`src/rtl/pu_types_pkg.sv`:
```
// Shared processor-unit types for the SPR access controller.
// Holds the controller state and requester encodings plus the Word type.
package pu_types;

   typedef logic [31:0] word_t;

   typedef enum logic [1:0] {
      ST_IDLE = 2'd0,
      ST_BUS  = 2'd1,
      ST_RESP = 2'd2
   } spr_ctrl_state_e;

   typedef enum logic {
      REQ_PIPE = 1'b0,
      REQ_DBG  = 1'b1
   } spr_requester_e;

endpackage

```
`src/rtl/spr_arbiter.sv`:
```
// Two-way round-robin arbiter between pipeline and debug SPR requesters.
// With SPR_DEBUG_PORT_EN undefined the pipeline is always granted.
module spr_arbiter
   import pu_types::*;
(
   input  logic clk,
   input  logic reset,
   input  logic pipe_req,
   input  logic dbg_req,
   input  logic accept,
   output logic valid,
   output logic grant
);

`ifdef SPR_DEBUG_PORT_EN
   logic last_grant_q;
   logic last_grant_d;

   always_comb begin
      valid = pipe_req | dbg_req;
      grant = REQ_PIPE;
      if (pipe_req && dbg_req) begin
         grant = (last_grant_q == REQ_DBG) ? REQ_PIPE : REQ_DBG;
      end else if (dbg_req) begin
         grant = REQ_DBG;
      end
      last_grant_d = last_grant_q;
      if (accept && valid) begin
         last_grant_d = grant;
      end
   end

   // Reset to debug so that the pipeline wins the first tie.
   always_ff @(posedge clk) begin
      if (reset) begin
         last_grant_q <= REQ_DBG;
      end else begin
         last_grant_q <= last_grant_d;
      end
   end
`else
   logic unused_arb;

   assign valid      = pipe_req;
   assign grant      = REQ_PIPE;
   assign unused_arb = ^{clk, reset, dbg_req, accept};
`endif

endmodule

```
`src/rtl/spr_access_ctrl.sv`:
```
// SPR access controller: arbitrates pipeline/debug requests onto the SPR bus.
// Debug port and round-robin arbitration are enabled by SPR_DEBUG_PORT_EN.
module spr_access_ctrl
   import pu_types::*;
#(
   parameter int TIMEOUT = 16,
   parameter int SEL_W   = 10
) (
   input  logic             clk,
   input  logic             reset,
   input  logic             pipe_req,
   input  logic             pipe_we,
   input  logic [SEL_W-1:0] pipe_sel,
   input  logic [31:0]      pipe_wdata,
   output logic             pipe_done,
   output logic             pipe_stall,
   output logic [31:0]      pipe_rdata,
   input  logic             dbg_req,
   input  logic             dbg_we,
   input  logic [SEL_W-1:0] dbg_sel,
   input  logic [31:0]      dbg_wdata,
   output logic             dbg_done,
   output logic [31:0]      dbg_rdata,
   output logic             bus_req,
   output logic             bus_we,
   output logic [SEL_W-1:0] bus_sel,
   output logic [31:0]      bus_wdata,
   input  logic             bus_ack,
   input  logic [31:0]      bus_rdata,
   output logic             err,
   input  logic             err_clr
);

   localparam logic [1:0] IDLE = ST_IDLE;
   localparam logic [1:0] BUS  = ST_BUS;
   localparam logic [1:0] RESP = ST_RESP;
   localparam logic [7:0] CNT_LAST = 8'(TIMEOUT - 1);

   logic [1:0]       state_q, state_d;
   logic [7:0]       cnt_q, cnt_d;
   logic             we_q, we_d;
   logic [SEL_W-1:0] sel_q, sel_d;
   word_t            wdata_q, wdata_d;
   logic             who_q, who_d;
   word_t            res_q, res_d;
   logic             pdone_q, pdone_d;
   logic             ddone_q, ddone_d;
   word_t            prdata_q, prdata_d;
   word_t            drdata_q, drdata_d;
   logic             err_q, err_d;

   logic             arb_pipe;
   logic             arb_dbg;
   logic             arb_valid;
   logic             arb_grant;

   // A requester sees done in the cycle it may still hold req; mask it
   // so the completed access is not issued a second time.
   assign arb_pipe = pipe_req & ~pdone_q;
`ifdef SPR_DEBUG_PORT_EN
   assign arb_dbg  = dbg_req & ~ddone_q;
`else
   logic unused_dbg;
   assign arb_dbg    = 1'b0;
   assign unused_dbg = dbg_req;
`endif

   spr_arbiter u_arb (
      .clk      (clk),
      .reset    (reset),
      .pipe_req (arb_pipe),
      .dbg_req  (arb_dbg),
      .accept   (state_q == IDLE),
      .valid    (arb_valid),
      .grant    (arb_grant)
   );

   always_comb begin
      state_d  = state_q;
      cnt_d    = cnt_q;
      we_d     = we_q;
      sel_d    = sel_q;
      wdata_d  = wdata_q;
      who_d    = who_q;
      res_d    = res_q;
      pdone_d  = 1'b0;
      ddone_d  = 1'b0;
      prdata_d = prdata_q;
      drdata_d = drdata_q;
      err_d    = err_q & ~err_clr;
      unique case (state_q)
         IDLE: begin
            if (arb_valid) begin
               who_d   = arb_grant;
               we_d    = (arb_grant == REQ_DBG) ? dbg_we : pipe_we;
               sel_d   = (arb_grant == REQ_DBG) ? dbg_sel : pipe_sel;
               wdata_d = (arb_grant == REQ_DBG) ? dbg_wdata : pipe_wdata;
               cnt_d   = 8'd0;
               state_d = BUS;
            end
         end
         BUS: begin
            if (bus_ack) begin
               res_d   = we_q ? 32'd0 : bus_rdata;
               state_d = RESP;
            end else if (cnt_q == CNT_LAST) begin
               res_d   = 32'd0;
               err_d   = 1'b1;
               state_d = RESP;
            end else begin
               cnt_d = cnt_q + 8'd1;
            end
         end
         RESP: begin
            state_d = IDLE;
            if (who_q == REQ_DBG) begin
               ddone_d  = 1'b1;
               drdata_d = res_q;
            end else begin
               pdone_d  = 1'b1;
               prdata_d = res_q;
            end
         end
         default: state_d = IDLE;
      endcase
   end

   always_ff @(posedge clk) begin
      if (reset) begin
         state_q  <= IDLE;
         cnt_q    <= 8'd0;
         we_q     <= 1'b0;
         sel_q    <= '0;
         wdata_q  <= 32'd0;
         who_q    <= REQ_PIPE;
         res_q    <= 32'd0;
         pdone_q  <= 1'b0;
         ddone_q  <= 1'b0;
         prdata_q <= 32'd0;
         drdata_q <= 32'd0;
         err_q    <= 1'b0;
      end else begin
         state_q  <= state_d;
         cnt_q    <= cnt_d;
         we_q     <= we_d;
         sel_q    <= sel_d;
         wdata_q  <= wdata_d;
         who_q    <= who_d;
         res_q    <= res_d;
         pdone_q  <= pdone_d;
         ddone_q  <= ddone_d;
         prdata_q <= prdata_d;
         drdata_q <= drdata_d;
         err_q    <= err_d;
      end
   end

   assign bus_req    = (state_q == BUS);
   assign bus_we     = we_q;
   assign bus_sel    = sel_q;
   assign bus_wdata  = wdata_q;
   assign pipe_done  = pdone_q;
   assign pipe_rdata = prdata_q;
   assign pipe_stall = pipe_req & ~pdone_q;
   assign dbg_done   = ddone_q;
   assign dbg_rdata  = drdata_q;
   assign err        = err_q;

endmodule
```
`config.mk`:
```
export PLATFORM = sky130hd
export DESIGN_NAME = spr_access_ctrl
export DESIGN_NICKNAME = d
export VERILOG_FILES = /design/src/rtl/pu_types_pkg.sv /design/src/rtl/spr_arbiter.sv /design/src/rtl/spr_access_ctrl.sv
export SDC_FILE = /design/constraint.sdc
export NUM_CORES = 1
export LEC_CHECK = 0
export ABC_CLOCK_PERIOD_IN_PS = 4500
export CAP_MARGIN = 25
export CORE_MARGIN = 2
export CORE_UTILIZATION = 40
export CTS_CLUSTER_DIAMETER = 40
export CTS_CLUSTER_SIZE = 25
export DETAILED_ROUTE_END_ITERATION = 7
export PLACE_DENSITY = 0.75
export SETUP_SLACK_MARGIN = 0.3
export SLEW_MARGIN = 20
export SYNTH_ARGS = -nofsm -noshare
export SYNTH_HDL_FRONTEND = slang
export SYNTH_HIERARCHICAL = 1
export SYNTH_SLANG_ARGS = --single-unit
```
`constraint.sdc`:
```
create_clock -name clk -period 4.5 [get_ports clk]
set_input_delay 0.45 -clock clk [delete_from_list [all_inputs] [get_ports clk]]
set_output_delay 0.45 -clock clk [all_outputs]
set_load 0.05 [all_outputs]
```
==> run_results.csv, run 1 <==
group,metric,value,unit
clocking,cts_tree,"done",
pwr,combPwrFrac,14.9,%
placed_design,dp_hpwl,11100,um
sta,setup_viol_count_final,0,
sta,slew_headroom,42.3,%
floorplan,pin_count,236,
run_status,status,"finished clean",
clocking,clk_pin_slew_worst_paths,0.06,ns
clocking,htreeDepth,4,
worst_hold_path,hp-start,"dbg_rdata[26]$_SDFFE_PP0P_",
worst_setup_path,critPathArrivalTime,2.58,ns
clocking,cts.path.max_buffers,2,
global_routing,grt_pass1_wl,26700,um
finish,final_util,61.4,%
floorplan,die_area,0.0156,mm^2
clocking,hold_buffers,0,
pwr,p_switching,0.894,mW
floorplan,core_area,0.0144,mm^2
run,drv_cap,0,
floorplan,start_util,40.5,%
pwr,p_seq_share,42.2,%
worst_setup_path,criticalPathCategory,"reg -> out",
sta,finalCriticalPeriod,3.03,ns
clocking,insertion_delay,0.42,ns
pwr,power_density,384,mW/mm^2
finish,finalNonFillerCells,1093,
sta,hold-worst-slack,0.453,ns
routing,wl,16700,um
floorplan,die_h,125,um
finish,antenna_cells,0,
routing,routedWlPerCell,15.3,um
clocking,cts_resized,0,
sta,drv_slew,0,
worst_hold_path,hold_end,"dbg_rdata[26]$_SDFFE_PP0P_",
worst_setup_path,worst-r2r-cell-count,4,
sta,worstMarginPinSlew,0.865,ns
pwr,p_leak,3.14,nW
worst_setup_path,reg2reg_to,"cnt_q[7]$_SDFFE_PP0P_",
synth,synth_nets,819,
worst_hold_path,hold_class,"reg -> reg",
global_routing,grt_pass1_vias,5216,
finish,drive_gt1_share,5.39,%
sta,fin_skew,0.0147,ns
global_routing,antenna_found_initial,0,
pwr,p_int,2.51,mW
worst_hold_path,hold_depth,2,
sta,min_period_over_period,67.4,%
placed_design,place_congestion,0.792,
finish,design_area,0.00886,mm^2
global_routing,grt_overflow_total,0,
floorplan,fp-row-count,44,
synth,avgSynthCellArea,8.42,um^2
synth,synth_area,0.00584,mm^2
routing,initialDrtViolationCount,349,
finish,nNetsFinal,1021,
sta,hold_viol_final,0,
synth,ys.warnings.count,6,
clocking,clock-sinks,153,
placed_design,pre_cts_slack,1.77,ns
pwr,clockPowerShare,42.9,%
sta,fin_setup_tns,0,ns
placed_design,placed_area,0.00825,mm^2
routing,drc,0,
pwr,switching_share,26.3,%
sta,fin_ws,1.47,ns
clocking,root_buffer,"clkbuf_16",
worst_setup_path,r2r_slack,2.20,ns
worst_setup_path,r2r_start,"state_q[1]$_SDFFE_PP0P_",
synth,syn-instance-count,694,
global_routing,grt_max_degree,70,
worst_setup_path,cp-end-kind,"output port",
worst_setup_path,critPathRequiredTime,4.05,ns
clocking,cts_setup_buffers,0,
worst_setup_path,cp_max_fo,42,
sta,grt_setup_unrepaired,"false",
worst_setup_path,critPathLaunchType,"flop",
routing,num_vias,5512,
clocking,cts_buffers,17,
sta,fmax,0.330,GHz
global_routing,grt_usage,21.3,%
pwr,peakVddDrop,0.000253,V
routing,vias_per_cell,5.04,
finish,syn_to_final_growth,51.6,%
placed_design,dp_cells,1061,
routing,ant_nets,0,
routing,drtPass1Iterations,5,
pwr,p_total,3.40,mW
floorplan,fp.dieW,125,um
placed_design,portBuffers,234,
## layout make-up
cell class / count / area (um^2)
timing repair buffer: 242 / 2400
sequential: 153 / 3060
multi-input combinational: 479 / 2550
clock inverter: 14 / 169
fill: 1288 / 5560
inverter: 3 / 11.3
clock buffer: 18 / 439
tap: 184 / 230
## routing by layer
layer  track usage (%)  vias up  wire length [um]
met3              6.87       32              1130
met4              9.22        0               483
met5                 0        -                 0
li1                  -     2780                 -
met1              25.6     2509              6870
met2              35.0      191              8200
## power by group through the flow
stage | clock network, mW | logic (mW) | registers, mW
2_1_floorplan | 0 | 0.157 | 1.59
3_3_place_gp | 0 | 0.507 | 1.46
3_5_place_dp | 0 | 0.509 | 1.46
4_1_cts | 1.48 | 0.510 | 1.44
5_1_grt | 1.53 | 0.543 | 1.44
6_report | 1.46 | 0.508 | 1.44
## cell usage in the layout, fill, tap and decap left out, types with 2 or more instances in the layout
cell               n
nand3_1           11
mux2i_1           43
buf_4              9
a21oi_1          104
clkinvlp_4         2
clkinv_2           4
dfxtp_1          153
clkbuf_16         17
inv_1              3
or4_1              2
a31oi_1            4
clkinv_4           2
inv_6              3
bufinv_16          3
nor2_1            48
nand2_1          165
clkdlybuf4s50_1  233
a211oi_1          44
nor3_1             3
o21ai_0           34
## worst max path at each step
stage	slack, ns	startpoint	depth (start not counted)	end
floorplan	2.07	pipe_done$_SDFF_PP0_	7	bus_sel[0]$_SDFFE_PP0P_
global placement	1.83	pipe_req	6	bus_wdata[12]$_SDFFE_PP0P_
detailed placement	1.77	pipe_req	6	bus_wdata[20]$_SDFFE_PP0P_
CTS	1.41	state_q[1]$_SDFFE_PP0P_	3	bus_req
global route	1.32	state_q[0]$_SDFFE_PP0P_	3	bus_req
finish	1.47	state_q[1]$_SDFFE_PP0P_	3	bus_req
## critical path, cell delays in order (launching register included)
cell and delay (ns):
dfxtp_1 0.34, nand2b_2 0.61, inv_1 0.34, clkdlybuf4s50_1 0.87
## registers in the layout, indices dropped and copies added, names as in the netlist, 2 cells and up
name        flops
bus_sel        10
bus_wdata      32
cnt_q           8
dbg_rdata      32
pipe_rdata     32
res_q          32
state_q         2
Note: power is estimated with default switching activity, not from simulation.
==> inputs of run 2 (changes only) <==
--- a/config.mk
+++ b/config.mk
@@ -5,14 +5,14 @@
 export SDC_FILE = /design/constraint.sdc
 export NUM_CORES = 1
 export LEC_CHECK = 0
-export ABC_CLOCK_PERIOD_IN_PS = 4500
+export ABC_CLOCK_PERIOD_IN_PS = 2500
 export CAP_MARGIN = 25
 export CORE_MARGIN = 2
 export CORE_UTILIZATION = 40
 export CTS_CLUSTER_DIAMETER = 40
 export CTS_CLUSTER_SIZE = 25
 export DETAILED_ROUTE_END_ITERATION = 7
-export PLACE_DENSITY = 0.75
+export PLACE_DENSITY = 0.78
 export SETUP_SLACK_MARGIN = 0.3
 export SLEW_MARGIN = 20
 export SYNTH_ARGS = -nofsm -noshare
==> constraint.sdc (replaced) <==
create_clock -name clk -period 2.5 [get_ports clk]
set_input_delay 0.25 -clock clk [delete_from_list [all_inputs] [get_ports clk]]
set_output_delay 0.25 -clock clk [all_outputs]
set_load 0.05 [all_outputs]
==> run_results.csv, run 2 (synthesized netlist as in run 1, its figures left out) <==
group,metric,value,unit
routing,wl_met1,6980,um
global_routing,grt_pass1_wl,27600,um
global_routing,grt_overflow_total,0,
worst_hold_path,hp-start,"reset",
placed_design,place_congestion,0.803,
worst_hold_path,hold_end,"res_q[21]$_SDFFE_PP0P_",
pwr,p_leak,3.16,nW
sta,worstMarginPinSlew,0.838,ns
pwr,p_int,4.45,mW
worst_setup_path,critPathLaunchType,"flop",
worst_setup_path,worst-r2r-cell-count,5,
pwr,combPwrFrac,15.4,%
clocking,clock-sinks,153,
sta,setup_viol_count_final,0,
worst_setup_path,critPathArrivalTime,2.40,ns
worst_setup_path,r2r_start,"cnt_q[0]$_SDFFE_PP0P_",
placed_design,placed_area,0.00833,mm^2
clocking,cts_buffers,17,
clocking,root_buffer,"clkbuf_16",
sta,finalCriticalPeriod,2.05,ns
finish,final_common_cell,"clkdlybuf4s50_1",
worst_hold_path,hold_class,"in -> reg",
routing,num_vias,5613,
worst_setup_path,r2r_slack,0.45,ns
floorplan,core_area,0.0144,mm^2
floorplan,start_util,40.5,%
sta,min_period_over_period,82.1,%
worst_setup_path,criticalPathCategory,"reg -> reg",
placed_design,portBuffers,234,
clocking,clk_pin_slew_worst_paths,0.06,ns
routing,wl,16900,um
floorplan,die_area,0.0156,mm^2
routing,top_layer,"met4",
finish,antenna_cells,0,
sta,hold_viol_final,0,
pwr,p_seq_share,42.8,%
routing,drtPass1Iterations,5,
worst_setup_path,critPathRequiredTime,2.85,ns
routing,drc,0,
sta,drv_slew,0,
sta,fin_skew,0.00642,ns
clocking,htreeDepth,4,
pwr,switching_share,26.3,%
pwr,p_switching,1.59,mW
routing,initialDrtViolationCount,334,
routing,wl_met2,8160,um
sta,grt_setup_unrepaired,"false",
routing,ant_nets,0,
worst_setup_path,cp_max_fo,12,
finish,drive_gt1_share,6.00,%
finish,mostFrequentLayoutCells,"clkdlybuf4s50_1 (232), nand2_1 (165), dfxtp_1 (153), a21oi_1 (104), nor2_1 (48)",
run_status,status,"finished clean",
routing,vias_per_cell,5.10,
global_routing,grt_pass1_vias,5495,
pwr,peakVddDrop,0.000457,V
run,drv_cap,0,
global_routing,grt_max_degree,53,
placed_design,dp_hpwl,11500,um
finish,syn_to_final_growth,52.5,%
routing,dr_wl_met3,1270,um
pwr,power_density,678,mW/mm^2
pwr,clockPowerShare,41.8,%
worst_hold_path,hold_depth,2,
clocking,cts_tree,"done",
floorplan,fp-row-count,44,
finish,fillerInstances,1256,
clocking,insertion_delay,0.42,ns
floorplan,fp.dieW,125,um
sta,hold-worst-slack,0.189,ns
routing,routedWlPerCell,15.3,um
worst_setup_path,reg2reg_to,"cnt_q[7]$_SDFFE_PP0P_",
finish,final_util,61.8,%
floorplan,die_h,125,um
finish,nNetsFinal,1028,
sta,fin_setup_tns,0,ns
sta,fmax,0.487,GHz
sta,slew_headroom,44.2,%
worst_setup_path,cp-end-kind,"flop",
clocking,cts.path.max_buffers,2,
floorplan,pin_count,236,
global_routing,antenna_found_initial,0,
finish,design_area,0.00891,mm^2
global_routing,grt_usage,22.0,%
[run 2: timing repair]
| item | 4_1_cts | 5_1_grt |
|---|---|---|
| setup endpoints to repair | 0 | 1 |
| gates resized for setup | 0 | 1 |
| hold buffers | 0 | 0 |
| buffers inserted | 0 | 0 |
[run 2: final cells by class]
class / count / area, um^2 / area share [%]
Multi-Input combinational cell: 479 / 2550 / 28.6
Sequential cell: 153 / 3060 / 34.4
Clock buffer: 22 / 464 / 5.21
Tap cell: 184 / 230 / 2.58
Timing Repair Buffer: 249 / 2470 / 27.8
Clock inverter: 10 / 119 / 1.33
Inverter: 3 / 11.3 / 0.126
[run 2: power groups by stage]
stage	clock [mW]	combinational (mW)	sequential (mW)
2_1_floorplan	0	0.283	2.87
3_3_place_gp	0	0.926	2.63
3_5_place_dp	0	0.933	2.64
4_1_cts	2.57	0.936	2.58
5_1_grt	2.68	0.999	2.60
6_report	2.53	0.933	2.58
[run 2: through the flow]
step	setup slack, ns	total power, mW	cells
after CTS	0.426	6.09	1100
final	0.449	6.05	1100
after floorplan	0.366	3.15	694
after detailed placement	0.420	3.57	1068
after global placement	0.467	3.56	1068
after global routing	0.341	6.28	1100
[run 2: critical path, stage by stage, from the launching register on]
cell and delay [ns]:
dfxtp_1 0.34, ha_1 0.27, and3_4 0.22, a211o_2 0.44, or4_1 0.54, a31oi_1 0.18
[run 2: how the worst max path moves through the flow]
stage | start | to | slack, ns | depth (start not counted)
6_report | cnt_q[0]$_SDFFE_PP0P_ | cnt_q[7]$_SDFFE_PP0P_ | 0.45 | 5
5_1_grt | cnt_q[0]$_SDFFE_PP0P_ | cnt_q[7]$_SDFFE_PP0P_ | 0.34 | 5
4_1_cts | pipe_done$_SDFF_PP0_ | pipe_stall | 0.43 | 2
3_5_place_dp | bus_ack | cnt_q[7]$_SDFFE_PP0P_ | 0.42 | 4
3_3_place_gp | bus_ack | cnt_q[7]$_SDFFE_PP0P_ | 0.47 | 4
2_1_floorplan | pipe_done$_SDFF_PP0_ | bus_sel[0]$_SDFFE_PP0P_ | 0.37 | 7
[run 2: layer usage]
metal  vias to the layer above  global-route usage [%]
met5                         -                       0
met4                         0                    9.80
met3                        35                    7.43
met2                       199                    35.8
met1                      2584                    26.5
li1                       2795                       -
==> inputs of run 3 (changes only) <==
--- a/config.mk
+++ b/config.mk
@@ -5,14 +5,14 @@
 export SDC_FILE = /design/constraint.sdc
 export NUM_CORES = 1
 export LEC_CHECK = 0
-export ABC_CLOCK_PERIOD_IN_PS = 2500
+export ABC_CLOCK_PERIOD_IN_PS = 2000
 export CAP_MARGIN = 25
 export CORE_MARGIN = 2
 export CORE_UTILIZATION = 40
 export CTS_CLUSTER_DIAMETER = 40
 export CTS_CLUSTER_SIZE = 25
 export DETAILED_ROUTE_END_ITERATION = 7
-export PLACE_DENSITY = 0.78
+export PLACE_DENSITY = 0.75
 export SETUP_SLACK_MARGIN = 0.3
 export SLEW_MARGIN = 20
 export SYNTH_ARGS = -nofsm -noshare
==> constraint.sdc (replaced) <==
create_clock -name clk -period 2 [get_ports clk]
set_input_delay 0.2 -clock clk [delete_from_list [all_inputs] [get_ports clk]]
set_output_delay 0.2 -clock clk [all_outputs]
set_load 0.05 [all_outputs]
==> run_results.csv, run 3 (synthesized netlist as in run 1, its figures left out) <==
group,metric,value,unit
floorplan,pin_count,236,
global_routing,grt_usage,22.3,%
floorplan,fp-row-count,44,
sta,fin_ws,0.260,ns
routing,routedWlPerCell,16.0,um
routing,drc,0,
finish,fillerInstances,1299,
pwr,combPwrFrac,15.2,%
worst_setup_path,cpPeakStageDelay,0.36,ns
finish,syn_to_final_growth,53.3,%
clocking,cts.path.max_buffers,2,
clocking,root_buffer,"clkbuf_16",
sta,slew_headroom,61.0,%
clocking,clk_pin_slew_worst_paths,0.06,ns
sta,drv_slew,0,
placed_design,pre_cts_slack,0.165,ns
pwr,p_switching,1.94,mW
finish,drive_gt1_share,7.59,%
sta,grt_setup_unrepaired,"true",
routing,num_vias,5587,
finish,antenna_cells,0,
pwr,switching_share,25.7,%
placed_design,place_congestion,0.808,
clocking,cts_tree,"done",
global_routing,grt_overflow_total,0,
run_status,status,"finished clean",
pwr,clockPowerShare,42.0,%
routing,ant_nets,0,
worst_hold_path,hold_class,"in -> reg",
worst_setup_path,critPathSlowestCell,"a211o_4",
routing,wl,17700,um
worst_setup_path,critPathArrivalTime,2.08,ns
worst_setup_path,critPathLaunchType,"flop",
pwr,p_seq_share,42.8,%
worst_hold_path,hp-start,"reset",
floorplan,die_area,0.0156,mm^2
sta,hold_viol_final,0,
worst_setup_path,critPathRequiredTime,2.34,ns
worst_setup_path,cp-end-kind,"flop",
sta,setup_viol_count_final,0,
routing,initialDrtViolationCount,335,
worst_setup_path,criticalPathCategory,"reg -> reg",
global_routing,grt_max_degree,88,
clocking,clock-sinks,153,
sta,worstMarginPinSlew,0.587,ns
global_routing,grt_pass1_wl,28000,um
clocking,cts_buffers,17,
floorplan,die_h,125,um
global_routing,grt_pass1_vias,5454,
sta,min_period_over_period,87.0,%
run,drv_cap,0,
pwr,power_density,841,mW/mm^2
pwr,peakVddDrop,0.000590,V
floorplan,fp.dieW,125,um
pwr,p_int,5.60,mW
pwr,p_leak,3.71,nW
clocking,htreeDepth,4,
sta,fmax,0.575,GHz
sta,fin_setup_tns,0,ns
routing,vias_per_cell,5.05,
sta,finalCriticalPeriod,1.74,ns
finish,final_common_cell,"nand2_1",
worst_setup_path,crit_path_start,"cnt_q[1]$_SDFFE_PP0P_",
clocking,insertion_delay,0.42,ns
finish,nNetsFinal,1037,
global_routing,antenna_found_initial,0,
floorplan,core_area,0.0144,mm^2
floorplan,start_util,40.5,%
finish,mostFrequentLayoutCells,"nand2_1 (165), dfxtp_1 (149), clkdlybuf4s50_1 (121), dlygate4sd2_1 (110), a21oi_1 (103)",
worst_setup_path,path_cells,"ha_4, and3_4, a211o_4, buf_6, or3_4, a31oi_1",
routing,drtPass1Iterations,4,
worst_setup_path,r2r_start,"cnt_q[1]$_SDFFE_PP0P_",
worst_setup_path,cp_max_fo,4,
placed_design,portBuffers,234,
placed_design,dp_hpwl,11200,um
sta,fin_skew,0.00758,ns
run 3: cell count changes in the layout (fill, tap and decap cells not counted), sizes merged:
| cell | change |
|---|---|
| clkinv | -1 |
| dlygate4sd2 | +110 |
| inv | -1 |
| clkdlybuf4s50 | -111 |
| clkinvlp | -1 |
| bufinv | +1 |
| buf | +9 |
run 3: final timing paths:
kind,end,slack (ns),cells past startpoint
worst max-delay path,cnt_q[5]$_SDFFE_PP0P_,0.26,6
worst min-delay path,pipe_done$_SDFF_PP0_,0.16,2
worst max register to register,cnt_q[5]$_SDFFE_PP0P_,0.26,6
worst min register to register,pipe_rdata[26]$_SDFFE_PP0P_,0.45,2
run 3: worst max-delay path, delay by kind of cell, from the launching register on:
family | cells | cell delay, ns
fa+ha+maj | 1 | 0.16
buf+inv | 1 | 0.13
simple gates | 2 | 0.51
compound gates | 2 | 0.52
flops | 1 | 0.35
run 3: repair_timing:
item,4_1_cts,5_1_grt
gates resized for setup,116,9
hold buffers,0,0
buffers inserted,4,6
pin swaps,5,8
setup endpoints to repair,113,41
cloned,0,1
run 3: layout make-up:
class | instances | area [um^2] | area share, %
clock buffers | 21 | 450 | 5.03
multi-input cells | 479 | 2600 | 29.0
flip-flops and latches | 153 | 3070 | 34.3
well taps | 184 | 230 | 2.57
clock inverters | 8 | 124 | 1.38
repair buffers | 258 | 2470 | 27.6
inverters | 3 | 11.3 | 0.126
run 3: power groups by stage:
| stage | Clock (mW) | Combinational [mW] | Sequential (mW) |
|---|---|---|---|
| after global routing | 3.36 | 1.22 | 3.24 |
| after CTS | 3.22 | 1.13 | 3.22 |
| final | 3.16 | 1.15 | 3.22 |
| after global placement | 0 | 1.17 | 3.29 |
| after floorplan | 0 | 0.359 | 3.58 |
| after detailed placement | 0 | 1.18 | 3.29 |
run 3: through the flow:
| stage | std cells | hold slack [ns] | utilization (%) | power, mW | cell area, um^2 |
|---|---|---|---|---|---|
| after global routing | 1106 | 0.157 | 62.1 | 7.82 | 8960 |
| final | 1106 | 0.158 | 62.1 | 7.53 | 8960 |
| after global placement | 1066 | 0.442 | 57.9 | 4.46 | 8360 |
| after detailed placement | 1066 | 0.447 | 57.9 | 4.47 | 8360 |
| after floorplan | 694 | 0.336 | - | 3.94 | 5860 |
| after CTS | 1099 | 0.141 | 61.3 | 7.58 | 8840 |
run 3: routing by layer:
| layer | wire, um | track usage, % | vias up | part of all wire (%) |
|---|---|---|---|---|
| met4 | 583 | 10.8 | 0 | 3.3 |
| met5 | 0 | 0 | - | 0 |
| li1 | - | - | 2812 | - |
| met3 | 981 | 6.27 | 44 | 5.6 |
| met1 | 7650 | 27.5 | 2565 | 43 |
| met2 | 8440 | 36.1 | 166 | 48 |
